File: src/rtl/mux2_rr_arbiter_pkg.sv
// Shared definitions for the two-requester round-robin arbiter:
// FSM state encoding, burst counter width and statistics counter width.
package mux2_rr_arbiter_pkg;

    typedef enum logic [1:0] {
        ST_IDLE = 2'd0,
        ST_G0   = 2'd1,
        ST_G1   = 2'd2
    } state_t;

    localparam int unsigned CNT_W  = 8;
    localparam int unsigned STAT_W = 16;

endpackage

File: src/rtl/mux2_w.sv
// WIDTH-parameterised 2:1 multiplexer (sel=0 -> in0, sel=1 -> in1).
module mux2_w #(
    parameter int unsigned WIDTH = 8
) (
    input  logic             sel,
    input  logic [WIDTH-1:0] in0,
    input  logic [WIDTH-1:0] in1,
    output logic [WIDTH-1:0] out
);

    // Pure select; no masking here.
    always_comb begin
        out = sel ? in1 : in0;
    end

endmodule

File: src/rtl/mux2_rr_arbiter.sv
// Round-robin arbiter sharing one 2:1 datapath mux between two requesters.
// Grants a requester for at most BURST accepted beats, then re-arbitrates;
// hands over to the other requester with no idle bubble when it is waiting.
// Optional per-requester accepted-beat counters (stat0/stat1) are enabled
// by defining MUX2_ARB_STATS_EN.
module mux2_rr_arbiter
    import mux2_rr_arbiter_pkg::*;
#(
    parameter int unsigned WIDTH = 8,
    parameter int unsigned BURST = 4
) (
    input  logic              clk,
    input  logic              rst,
    input  logic              req0,
    input  logic [WIDTH-1:0]  data0,
    output logic              ack0,
    input  logic              req1,
    input  logic [WIDTH-1:0]  data1,
    output logic              ack1,
    output logic              out_valid,
    input  logic              out_ready,
    output logic [WIDTH-1:0]  out_data,
`ifdef MUX2_ARB_STATS_EN
    output logic [STAT_W-1:0] stat0,
    output logic [STAT_W-1:0] stat1,
`endif
    output logic              out_sel
);

    localparam logic [CNT_W-1:0] BURST_LAST = CNT_W'(BURST - 1);

    state_t           state;
    logic             last;
    logic [CNT_W-1:0] cnt;
    logic [WIDTH-1:0] mux_out;

    // Grant-qualified handshake signals derived from registered state only.
    always_comb begin
        out_sel   = (state == ST_G1);
        out_valid = ((state == ST_G0) && req0) || ((state == ST_G1) && req1);
        ack0      = (state == ST_G0) && req0 && out_ready;
        ack1      = (state == ST_G1) && req1 && out_ready;
    end

    mux2_w #(
        .WIDTH (WIDTH)
    ) u_mux (
        .sel (out_sel),
        .in0 (data0),
        .in1 (data1),
        .out (mux_out)
    );

    // Data is forced to zero whenever no beat is being presented.
    always_comb begin
        out_data = out_valid ? mux_out : '0;
    end

    // Arbitration FSM: grant selection, burst counting and round-robin pointer.
    always_ff @(posedge clk) begin
        if (rst) begin
            state <= ST_IDLE;
            last  <= 1'b1;
            cnt   <= '0;
        end else begin
            case (state)
                ST_IDLE: begin
                    if (req0 && (!req1 || last)) begin
                        state <= ST_G0;
                    end else if (req1) begin
                        state <= ST_G1;
                    end
                end
                ST_G0: begin
                    // Request drop and burst completion collapse into one exit.
                    if (!req0 || (ack0 && (cnt == BURST_LAST))) begin
                        last  <= 1'b0;
                        cnt   <= '0;
                        state <= req1 ? ST_G1 : ST_IDLE;
                    end else if (ack0) begin
                        cnt <= cnt + 1'b1;
                    end
                end
                ST_G1: begin
                    if (!req1 || (ack1 && (cnt == BURST_LAST))) begin
                        last  <= 1'b1;
                        cnt   <= '0;
                        state <= req0 ? ST_G0 : ST_IDLE;
                    end else if (ack1) begin
                        cnt <= cnt + 1'b1;
                    end
                end
                default: begin
                    state <= ST_IDLE;
                    cnt   <= '0;
                end
            endcase
        end
    end

`ifdef MUX2_ARB_STATS_EN
    // Saturating per-requester counts of accepted beats.
    always_ff @(posedge clk) begin
        if (rst) begin
            stat0 <= '0;
            stat1 <= '0;
        end else begin
            if (ack0 && (stat0 != '1)) begin
                stat0 <= stat0 + 1'b1;
            end
            if (ack1 && (stat1 != '1)) begin
                stat1 <= stat1 + 1'b1;
            end
        end
    end
`endif

endmodule

File: config.mk
export PLATFORM = sky130hd
export DESIGN_NAME = mux2_rr_arbiter
export DESIGN_NICKNAME = d
export VERILOG_FILES = /design/src/rtl/mux2_rr_arbiter_pkg.sv /design/src/rtl/mux2_w.sv /design/src/rtl/mux2_rr_arbiter.sv
export SDC_FILE = /design/constraint.sdc
export NUM_CORES = 1
export LEC_CHECK = 0
export ABC_AREA = 1
export CAP_MARGIN = 0
export CORE_AREA = 2 2 56 58
export CTS_CLUSTER_SIZE = 25
export DETAILED_ROUTE_END_ITERATION = 8
export DIE_AREA = 0 0 58 60
export PLACE_DENSITY_LB_ADDON = 0.05
export SYNTH_ARGS = -nofsm -noshare
export SYNTH_HDL_FRONTEND = slang
export SYNTH_SLANG_ARGS = --single-unit
File: constraint.sdc
create_clock -name clk -period 1.4 [get_ports clk]
set_input_delay 0.28 -clock clk [delete_from_list [all_inputs] [get_ports clk]]
set_output_delay 0.28 -clock clk [all_outputs]
set_load 0.01 [all_outputs]
==> impl_metrics.json, run 1 <==
{
  "synth.yosys.seq_area_share": 0.2313,
  "cts_sinks": 11,
  "grt.overflow.total": 0,
  "syn_avg_cell_area_sq_um": 5.806,
  "start_util": 0.3280,
  "grt_util_all_layers": 0.1695,
  "finalMaxSlewViolations": 0,
  "synth-adder-area-share": 0.06570,
  "rows": 20,
  "hold_end": "last$_SDFFE_PP1P_",
  "cellLeakagePower_nw": 0.8535,
  "area_growth_pct": 65.97,
  "r2r_cells": 11,
  "cts_buffers": 3,
  "final_core_util": 0.5444,
  "die_w_microns": 58,
  "cts_max_level": 1,
  "end_kind": "primary output",
  "crit_arrival_ns": 1.34,
  "status": "finished, violations left",
  "synth.area.top_cells": "nand2_1, dfxtp_1, inv_1, nor2_1, ha_1",
  "violations": "negative setup slack",
  "finalPower_mw": 2.648,
  "io_buffers": 32,
  "io_pins": 33,
  "setup_ws_ns": -0.2223,
  "syn-num-nets": 190,
  "cts_tree": "built",
  "hpwl_mm": 2.043,
  "drive_gt1_frac": 0.2773,
  "grt_pass1_wl_mm": 4.567,
  "rrSetupSlack_ns": -0.09,
  "synth_mux_area_frac": 0,
  "hold_start": "last$_SDFFE_PP1P_",
  "worstPathRequired_ns": 1.12,
  "vdd_ir_drop_max_v": 0.001130,
  "cap_violations": 0,
  "post_drt_wl_per_cell_microns": 10.43,
  "gp_congestion": 0.8197,
  "clock-root-buffer": "clkbuf_4",
  "max_stage_delay_ns": 0.34,
  "crit_family": "buffers and inverters",
  "finalSetupViolations": 22,
  "yosys_warnings": 0,
  "whs_ns": 0.4538,
  "cpMaxStageDelayCell": "dfxtp_2",
  "crit_path_start_kind": "flop",
  "drt_iter0_drc": 46,
  "max_freq_ghz": 0.6164,
  "setup_tns_ns": -2.596,
  "postCtsHoldBufs": 0,
  "finalClockSkew_ns": 0.006753,
  "timing.final.crit_share": 1.159,
  "grt_max_degree": 8,
  "hold_path_depth": 2,
  "r2r_end": "cnt[4]$_SDFFE_PP0P_",
  "rsz0062_at_grt": "true",
  "clk_pin_slew_ns": 0.08,
  "hp-class": "flop to flop",
  "worst-path-buf-inv": 5,
  "die_h_microns": 60,
  "dieArea_sq_um": 3480,
  "antenna_left": 0,
  "via_count": 1123,
  "nNetsFinal": 247,
  "drt_wl_total_mm": 2.640,
  "rr_startpoint": "state[0]$_SDFFE_PP0P_",
  "path_max_fanout": 5,
  "synthCells": 164,
  "path_cells": "inv_2 -> ha_4 -> buf_12 -> inv_8 -> nand2_1 -> nand2_1 -> nand2_1 -> inv_1 -> buf_6",
  "antennaDiodeCount": 0,
  "synth_cell_type_count": 19,
  "tightestPinTransition_ns": 0.2184,
  "core_region_area_sq_um": 2903,
  "synth_top_area_frac": 0.2760,
  "synth-xor-area-share": 0.009198,
  "clockBufferDepth": 2,
  "grt_pass1_vias": 1139,
  "timing_worst_setup_path_type": "flop to primary output",
  "hold_viol_final": 0,
  "firstDrtPassIters": 4,
  "drc": 0,
  "syn-cell-area_sq_um": 952.2,
  "synth-compound-area-share": 0.03154,
  "crit_cells": 9,
  "preCtsSetupSlack_ns": -0.5237,
  "clk_latency_ns": 0.27,
  "crit_top_cell": "nand2_1",
  "max_slew_margin": 0.8543,
  "period_needed_ns": 1.622,
  "synth_top_family_by_area": "simple AND/OR/NAND/NOR gates",
  "synthSimpleGateAreaFrac": 0.5256,
  "yosys.area.top_type": "nand2_1",
  "antenna_found_initial": 0,
  "power.density_nw_per_um2": 1676,
  "viasPerCell": 4.439,
  "ys_seq_elements": 11
}
cells in the mapped netlist:
cell type,number
a21oi_1,3
buf_2,1
buf_6,1
dfxtp_1,11
ha_1,5
inv_1,26
inv_2,2
inv_6,1
nand2_1,70
nand2_2,3
nand2_4,5
nand2_8,1
nand3_1,6
nand3_2,1
nand4_1,4
nor2_1,19
nor2_2,1
o21ai_0,3
xnor2_1,1
registers in the layout, summed over array words and instances (netlist names):
register  cells
cnt           8
state         2
last          1
worst register-to-register path, stage by stage, from the launching register on:
cell     delay [ns]
dfxtp_2        0.33
buf_4          0.14
ha_4           0.16
nand2_4        0.08
nand2_4        0.08
buf_6          0.14
nand2_8        0.07
nand2_8        0.07
inv_8          0.08
nand2_1        0.06
o21ai_1        0.12
nor2_1         0.05
layout make-up:
type	instances	area [sq um]
Timing Repair inverter	1	16.27
Multi-Input combinational cell	123	669.4
Tap cell	33	41.29
Sequential cell	11	222.7
Inverter	29	123.9
Fill cell	298	1323
Clock buffer	4	26.28
Timing Repair Buffer	52	480.5
worst max path at each step:
stage,start,end,slack [ns]
CTS,state[0]$_SDFFE_PP0P_,out_data[1],-0.23
global route,state[0]$_SDFFE_PP0P_,out_data[7],-0.31
floorplan,state[0]$_SDFFE_PP0P_,out_data[0],0.02
global placement,req1,out_data[2],-0.50
finish,state[0]$_SDFFE_PP0P_,out_data[2],-0.22
detailed placement,req1,out_data[0],-0.52
cells in the final DEF (no fill, tap or decap):
| master | netlist | final |
|---|---|---|
| nand2_8 | 1 | 2 |
| nand4_1 | 4 | 4 |
| nor2_2 | 1 | 2 |
| clkdlybuf4s15_2 | 0 | 1 |
| nand2_4 | 5 | 6 |
| nand2_1 | 70 | 68 |
| ha_1 | 5 | 2 |
| xnor2_1 | 1 | 1 |
| buf_4 | 0 | 16 |
| nand3_4 | 0 | 1 |
| clkinv_8 | 0 | 1 |
| o21ai_1 | 0 | 2 |
| clkdlybuf4s50_1 | 0 | 20 |
| ha_2 | 0 | 1 |
| nor2_1 | 19 | 18 |
| buf_6 | 1 | 7 |
| a21oi_1 | 3 | 3 |
| o21ai_0 | 3 | 1 |
| ha_4 | 0 | 2 |
| nand2_2 | 3 | 4 |
| dfxtp_2 | 0 | 2 |
| nand3_1 | 6 | 6 |
| inv_1 | 26 | 24 |
| clkbuf_4 | 0 | 3 |
| inv_2 | 2 | 3 |
| inv_8 | 0 | 2 |
| buf_12 | 0 | 2 |
| clkbuf_1 | 0 | 1 |
| dfxtp_1 | 11 | 9 |
| buf_2 | 1 | 6 |
per-layer routing:
layer,vias up,wire (microns),GRT usage
met5,-,0,0
met1,487,1158,0.1765
met2,30,1332,0.3279
met3,4,116,0.03680
met4,0,31,0.06645
li1,602,-,-
power breakdown:
group / total [mW] / internal [mW] / switching, mW / leakage (nW)
clock network: 0.218 / 0.110 / 0.108 / 0.0150
logic: 2.00 / 0.989 / 1.01 / 0.748
registers: 0.426 / 0.377 / 0.0485 / 0.0900
total: 2.65 / 1.48 / 1.17 / 0.853
kinds of logic (layout without fill, tap and decap cells):
logic type	count (synthesis)	in the layout
simple gates	110	111
buf+inv	31	86
flops	11	11
compound gates	6	6
fa+ha+maj	5	5
xor+xnor	1	1
metrics by stage:
step | cells | cell area, sq um
after floorplan | 164 | 957.2
after global placement | 241 | 1420
after detailed placement | 241 | 1420
after CTS | 252 | 1554
after global routing | 253 | 1580
final | 253 | 1580
repair_timing:
action                     4_1_cts  5_1_grt
setup endpoints to repair       23       23
buffers inserted                 5        1
cloned                           2        0
pin swaps                        6        4
resized for setup               72        5
(Power assumes the default switching activity.)
==> run 2, diff against run 1 <==
- CTS_BUF_LIST: unset -> sky130_fd_sc_hd__clkbuf_4
==> run 2 against run 1 <==
Net effect: final area fell by 0.95%; non-clock buffer count did not move; critical endpoint is now out_data[5]; register-to-register slack got worse by 0.02 ns; critical path type unchanged; the flow still finishes with violations (negative setup slack).
==> impl_metrics.json, run 2 (synthesis gave the netlist of run 1 again) <==
{
  "status": "finished, violations left",
  "power.density_nw_per_um2": 1666,
  "final_common_cell": "nand2_1",
  "vdd_ir_drop_max_v": 0.001047,
  "setup_tns_ns": -2.830,
  "cts_tree": "built",
  "rr_startpoint": "state[0]$_SDFFE_PP0P_",
  "hp-class": "flop to flop",
  "gp_congestion": 0.8197,
  "finalMaxSlewViolations": 0,
  "multi_input_area_sq_um": 669.4,
  "viasPerCell": 4.364,
  "nNetsFinal": 247,
  "ff_latch_area_sq_um": 222.7,
  "timing_worst_setup_path_type": "flop to primary output",
  "reg.largest.list": "cnt x8, state x2, last x1",
  "io_pins": 33,
  "cap_violations": 0,
  "dieArea_sq_um": 3480,
  "setup_ws_ns": -0.2350,
  "die_h_microns": 60,
  "clk_pin_slew_ns": 0.07,
  "fin_cells": 253,
  "tightestPinTransition_ns": 0.2178,
  "via_count": 1104,
  "end_kind": "primary output",
  "grt_util_all_layers": 0.1713,
  "period_needed_ns": 1.635,
  "core_region_area_sq_um": 2903,
  "post_drt_wl_per_cell_microns": 10.46,
  "cellLeakagePower_nw": 0.8506,
  "antennaDiodeCount": 0,
  "firstDrtPassIters": 4,
  "finalPower_mw": 2.607,
  "rows": 20,
  "regMostFlops": "cnt",
  "cts_max_level": 1,
  "dp_cells": 241,
  "hpwl_mm": 2.043,
  "finalClockSkew_ns": 0.005431,
  "hold_start": "last$_SDFFE_PP1P_",
  "drt_iter0_drc": 28,
  "cts_sinks": 11,
  "grt_pass1_vias": 1154,
  "grt_pass1_wl_mm": 4.623,
  "antenna_left": 0,
  "drt_wl_total_mm": 2.647,
  "preCtsSetupSlack_ns": -0.5237,
  "path_max_fanout": 5,
  "crit_path_start_kind": "flop",
  "grt.overflow.total": 0,
  "worstPathRequired_ns": 1.12,
  "fin_area_sq_um": 1565,
  "hold_path_depth": 2,
  "crit_arrival_ns": 1.36,
  "start_util": 0.3280,
  "violations": "negative setup slack",
  "io_buffers": 32,
  "cts_buffers": 3,
  "max_slew_margin": 0.8546,
  "die_w_microns": 58,
  "finalSetupViolations": 22,
  "clockBufferDepth": 2,
  "grt_max_degree": 8,
  "hold_viol_final": 0,
  "area_growth_pct": 64.39,
  "antenna_found_initial": 0,
  "hold_end": "last$_SDFFE_PP1P_",
  "r2r_cells": 11,
  "clk_latency_ns": 0.27,
  "whs_ns": 0.4541,
  "clock-root-buffer": "clkbuf_4",
  "final_core_util": 0.5392,
  "max_freq_ghz": 0.6116,
  "drive_gt1_frac": 0.2955,
  "r2r_end": "cnt[4]$_SDFFE_PP0P_",
  "final_cell_mix": "nand2_1, inv_1, clkdlybuf4s50_1",
  "rrSetupSlack_ns": -0.11,
  "timing.final.crit_share": 1.168,
  "largest_reg_flops": 8,
  "place_area_sq_um": 1420,
  "fillers": 306,
  "drc": 0,
  "rsz0062_at_grt": "true"
}
==> run 2: power by group <==
| part | internal, mW | leakage (nW) | switching [mW] |
|---|---|---|---|
| Clock | 0.129 | 0.0184 | 0.106 |
| Sequential | 0.377 | 0.0900 | 0.0481 |
| Combinational | 0.948 | 0.742 | 0.998 |
==> run 2: what timing repair did <==
item                                    CTS  global route
setup buffers                             6             0
hold buffers                              0             0
endpoints found under the setup margin   23            23
cloned                                    2             0
pin swaps                                 4             3
resized for setup                        71             7
==> run 2: area by class of cell <==
class,count,area share
well taps,33,0.02638
repair buffers,52,0.3014
clock buffers,4,0.01918
repair inverters,1,0.003997
flip-flops and latches,11,0.1423
multi-input cells,123,0.4277
inverters,29,0.07914
==> run 2: worst max-delay path by stage <==
stage                                from  slack [ns]     endpoint  depth (start not counted)
global route        state[0]$_SDFFE_PP0P_       -0.32  out_data[7]                          9
finish              state[0]$_SDFFE_PP0P_       -0.24  out_data[5]                          9
detailed placement                   req1       -0.52  out_data[0]                          6
floorplan           state[0]$_SDFFE_PP0P_        0.02  out_data[0]                          8
CTS                 state[0]$_SDFFE_PP0P_       -0.23  out_data[5]                          9
global placement                     req1       -0.50  out_data[2]                          6
==> run 2: layer usage <==
metal	track usage	wire length [microns]	up-vias	part of all wire
met5	0	0	-	0
met2	0.3360	1332	18	0.50
met4	0.05980	20	0	0.0076
met1	0.1778	1191	484	0.45
met3	0.03680	103	2	0.039
li1	-	-	600	-
==> run 2: critical path, stage by stage, from the launching register on <==
cell and delay, ns:
dfxtp_2 0.35, inv_2 0.05, ha_4 0.18, buf_6 0.14, inv_4 0.07, nand2_2 0.04, nand2_1 0.05, nand2_1 0.04
inv_1 0.05, buf_2 0.12
